## src/rtl/binary_counter.sv

```systemverilog
// Gated binary up-counter with async clear and terminal-count decode; COUNTER_SATURATE_EN selects saturate instead of wrap.
// Latency: cnt updates one clk edge after en is sampled high; tc is combinational from cnt in the same cycle.
// Backpressure: none; en is a plain count enable with no handshake, and clr overrides it at any time.
module binary_counter #(
    parameter int CNTR_WIDTH = 8
) (
    input  logic                  clk,
    input  logic                  clr,
    input  logic                  en,
    output logic [CNTR_WIDTH-1:0] cnt,
    output logic                  tc
);

    localparam logic [CNTR_WIDTH-1:0] CNT_MAX = '1;
    localparam logic [CNTR_WIDTH-1:0] CNT_ONE = CNTR_WIDTH'(1);

    logic [CNTR_WIDTH-1:0] cnt_d;
    logic [CNTR_WIDTH-1:0] cnt_q;

    always_comb begin
        cnt_d = cnt_q;
        if (en) begin
`ifdef COUNTER_SATURATE_EN
            if (cnt_q != CNT_MAX) begin
                cnt_d = cnt_q + CNT_ONE;
            end
`else
            // Natural modulo-2^W wrap from the adder carry-out being dropped.
            cnt_d = cnt_q + CNT_ONE;
`endif
        end
    end

    always_ff @(posedge clk or posedge clr) begin
        if (clr) begin
            cnt_q <= '0;
        end else begin
            cnt_q <= cnt_d;
        end
    end

    assign cnt = cnt_q;
    assign tc  = (cnt_q == CNT_MAX);

endmodule

```

## config.mk

```make
export PLATFORM = sky130hd
export DESIGN_NAME = binary_counter
export DESIGN_NICKNAME = d
export VERILOG_FILES = /design/src/rtl/binary_counter.sv
export SDC_FILE = /design/constraint.sdc
export NUM_CORES = 1
export LEC_CHECK = 0
export CORE_AREA = 4 4 41 43
export CTS_CLUSTER_SIZE = 24
export DETAILED_ROUTE_END_ITERATION = 7
export DIE_AREA = 0 0 45 47
export HOLD_SLACK_MARGIN = 0.15
export PLACE_DENSITY = 0.52
export SLEW_MARGIN = 20
export SYNTH_ARGS = -nofsm -noshare
export SYNTH_HDL_FRONTEND = slang
export SYNTH_SLANG_ARGS = --single-unit
```

## constraint.sdc

```tcl
create_clock -name clk -period 1.9 [get_ports clk]
set_clock_uncertainty 0.15 [all_clocks]
set_input_delay 0.57 -clock clk [delete_from_list [all_inputs] [get_ports clk]]
set_output_delay 0.57 -clock clk [all_outputs]
set_load 0.05 [all_outputs]
```

# After elaboration in Yosys (flattened, before gate mapping)
# Cells that the tools add are included.
totals:
  inputBits: 3
  ff_bits: 8
op_classes:
  n_eq_ne: 1
  addsub: 1
ops:
  columns: ["operator", "count"]
  rows:
  - ["$add A8 B1 Y8 const B", 1]
  - ["$eq A8 B8 Y1 const B", 1]

# Longest topological paths before layout
depth:
  ltp_word: 1
  depth_mapped: 4
  mapped_depth_nobuf: 4

# Worst setup path before layout
# No wires, ideal clock.
synth_path:
  path_type: "reg2out"
  from: "reg cnt_q[0] (netlist: cnt[0])"
  to: "out tc"
  stages_incl_launch_ff: 4
  arrival_time_ps: 1708
  path_slack_ps: -528
  t_required_ps: 1180
  cell_sequence: "dfrtp_1 -> ha_1 -> nand3_1 -> nor2_1"
synth_between:
  elab_chain_cells: 1
synth_lines:
  columns: ["item", "line_no", "text"]
  rows:
  - ["start: declaration", "18", "logic [CNTR_WIDTH-1:0] cnt_q;"]
  - ["start signal: assignment", "38", "cnt_q <= cnt_d;"]
  - ["$eq A8 B8 Y1", "43", "assign tc = (cnt_q == CNT_MAX);"]
  - ["end: declaration", "11", "output logic tc"]
# No other way between the ends.

# Worst setup path after layout
# Same ends and word-level chain as after synthesis.

==> impl_metrics.env <==
export IMPL_outcome="finished, final reports clean"
export IMPL_ys_ff_latch=8
export IMPL_cp_buffers_inverters=1
export IMPL_vias_per_cell=4.52
export IMPL_switchingPower_mw=0.619
export IMPL_gr_usage_met2_pct=16.1
export IMPL_period_minus_slack_ns=1.84
export IMPL_avgRoutedWirePerCell_um=12.7
export IMPL_synth_net_count=34
export IMPL_total_power_mw=1.42
export IMPL_grt_max_degree=9
export IMPL_grt_pass1_vias=303
export IMPL_cp_slowest_cell="dfrtp_2"
export IMPL_crit_family="flip-flops"
export IMPL_synthCells=30
export IMPL_die_width_um=45
export IMPL_drtAntennaViolNets=0
export IMPL_p_clk_share_pct=9.7
export IMPL_holdWs_ns=0.351
export IMPL_root_buffer="clkbuf_4"
export IMPL_initial_core_util_pct=28.4
export IMPL_dp_final_hpwl_um=638
export IMPL_synth_avg_cell_area_um2=12.3
export IMPL_postPlaceCellArea_um2=636
export IMPL_die_area_um2=2120
export IMPL_slew_violations=0
export IMPL_period_share_pct=97.0
export IMPL_totalWireLength_um=879
export IMPL_maxSlewHeadroom_pct=79.6
export IMPL_dr_first_iter_drc_count=2
export IMPL_final_setup_worst_slack_ns=0.0575
export IMPL_antenna_cells=0
export IMPL_pre_cts_ws_ns=0.0220
export IMPL_hold_viol=0
export IMPL_yosys_area_top_type="dfrtp_1"
export IMPL_syn2layout_area_growth_pct=95.6
export IMPL_pwr_share_comb_pct=67.0
export IMPL_cts_tree="yes"
export IMPL_power_density_nw_per_um2=1970
export IMPL_ctsHtreeMaxLevel=1
export IMPL_yosys_warnings=0
export IMPL_setup_viol=0
export IMPL_antenna_found_initial=0
export IMPL_grt_util_met3_pct=7.28
export IMPL_fin_area_um2=722
export IMPL_synth_distinct_cells=13
export IMPL_syn_area_um2=369
export IMPL_die_y_um=47
export IMPL_maxCapViolations=0
export IMPL_p_leak_nw=0.305
export IMPL_synth_area_leaders="dfrtp_1 (54%), xor2_1 (9.5%), xnor2_1 (7.1%), nand4_1 (5.1%), nand3_4 (4.7%)"
export IMPL_crit_chain="ha_4, nand3_4, nor2_4, buf_12"
export IMPL_peakVddDrop_v=0.000939
export IMPL_finalSetupTns_ns=0
export IMPL_finalNetCount=59
export IMPL_hold_path_class="flop to flop"
export IMPL_num_vias=312
export IMPL_numCtsBuffers=3
export IMPL_cts_path_max_buffers=2
export IMPL_seq_power_share_pct=23.3
export IMPL_fmaxAchievable_mhz=543
export IMPL_arrival_ns=1.12
export IMPL_core_um2=1300
export IMPL_grt_remaining_overflow=0
export IMPL_firstDrtPassIters=3
export IMPL_end_kind="output port"
export IMPL_clk_latency_ns=0.26
export IMPL_p_int_mw=0.806
export IMPL_drc=0
export IMPL_ios=12
export IMPL_use_met1_pct=9.58
export IMPL_path_max_fanout=3
export IMPL_worstPathRequired_ns=1.18
export IMPL_swShare_pct=43.4
export IMPL_critical_path_max_stage_delay_ns=0.38
export IMPL_grt_usage_pct=9.81
export IMPL_synth_top_cell_area_share_pct=54.2
export IMPL_clock_sinks=8
export IMPL_worst_pin_slew_ns=0.305
export IMPL_path_class="flop to output port"
export IMPL_largest_register_ffs=8
export IMPL_yosysSeqAreaShare_pct=54.2
export IMPL_grt_pass1_wl_mm=1.39
export IMPL_clk_pin_slew_ns=0.06
export IMPL_critical_path_startpoint_type="flop"
export IMPL_top_usage_layer="met2"
export IMPL_port_buffers=11
export IMPL_num_rows=13
export IMPL_gp_congestion=0.678
export IMPL_layout_drive_gt1_share_pct=63.0
[final timing paths]
path,startpoint,to,slack [ns],depth (start not counted)
max,cnt[0]$_DFFE_PP0P_,tc,0.06,4
min,cnt[5]$_DFFE_PP0P_,cnt[5]$_DFFE_PP0P_,0.35,1
max reg2reg,cnt[0]$_DFFE_PP0P_,cnt[7]$_DFFE_PP0P_,0.67,4
min reg2reg,cnt[5]$_DFFE_PP0P_,cnt[5]$_DFFE_PP0P_,0.35,1
max in group asynchronous,clr,cnt[0]$_DFFE_PP0P_,0.93,2
min in group asynchronous,clr,cnt[3]$_DFFE_PP0P_,0.41,2
[final cells by class]
cell class	count	area (um^2)
sequential	8	208
timing repair buffer	20	268
clock buffer	4	26.3
multi-input combinational	21	198
fill	119	579
tap	15	18.8
inverter	1	3.75
[metal layers]
layer	wire length [um]	vias up
met1	324	150
li1	-	153
met5	0	-
met3	71	0
met2	483	9
met4	0	0
[cells by family (layout without fill, tap and decap cells)]
kind of cell,count (synthesis),in the layout,share of synthesized area (%)
flops,8,8,54.2
xor+xnor,7,7,16.6
simple gates,12,12,21.7
fa+ha+maj,1,1,3.39
buf+inv,1,25,1.02
mux,1,1,3.05
[placed cells by master, fill, tap and decap left out, types with 2 or more instances in the layout]
| cell type | Yosys | final |
|---|---|---|
| buf_12 | 0 | 9 |
| buf_4 | 0 | 9 |
| dfrtp_2 | 0 | 6 |
| xor2_1 | 4 | 4 |
| xnor2_1 | 3 | 3 |
| nand4_1 | 3 | 3 |
| clkbuf_4 | 0 | 3 |
| nand2_1 | 2 | 2 |
| nand3_4 | 1 | 2 |
| nor2_1 | 3 | 2 |
| dfrtp_1 | 8 | 2 |
| clkdlybuf4s50_1 | 0 | 2 |
[through the flow]
stage	utilization, %	instances
floorplan	-	30
global placement	48.8	58
CTS	53.8	67
detailed placement	48.8	58
finish	55.5	69
global route	55.5	69
[synthesized netlist by cell type]
cell type	instances
nand2_1	2
nand4_1	3
nor2_1	3
ha_1	1
xor2_1	4
mux2_2	1
nand3_2	1
nand3_4	1
xnor2_1	3
nor3_2	1
dfrtp_1	8
nand3_1	1
inv_1	1
[worst register-to-register path: cells and delay by family (launching register included)]
family / cells / cell delay (ns)
flip-flops: 1 / 0.38
AND/OR/NAND/NOR: 2 / 0.30
XOR/XNOR: 1 / 0.17
buffers and inverters: 1 / 0.15
[repair_timing]
item                                    4_1_cts  5_1_grt
cloned                                        0        0
buffers inserted                              5        2
gates resized for setup                       0        1
pin swaps                                     0        3
hold buffers                                  0        0
hold endpoints to repair                      0        0
endpoints found under the setup margin        1        1
[power by group through the flow]
stage	logic, mW	clock network (mW)	registers [mW]
4_1_cts	0.918	0.144	0.336
6_report	0.955	0.138	0.332
3_3_place_gp	0.709	0	0.427
3_5_place_dp	0.726	0	0.438
5_1_grt	0.994	0.159	0.337
2_1_floorplan	0.132	0	0.627
Power figures use the tool's default switching activity.
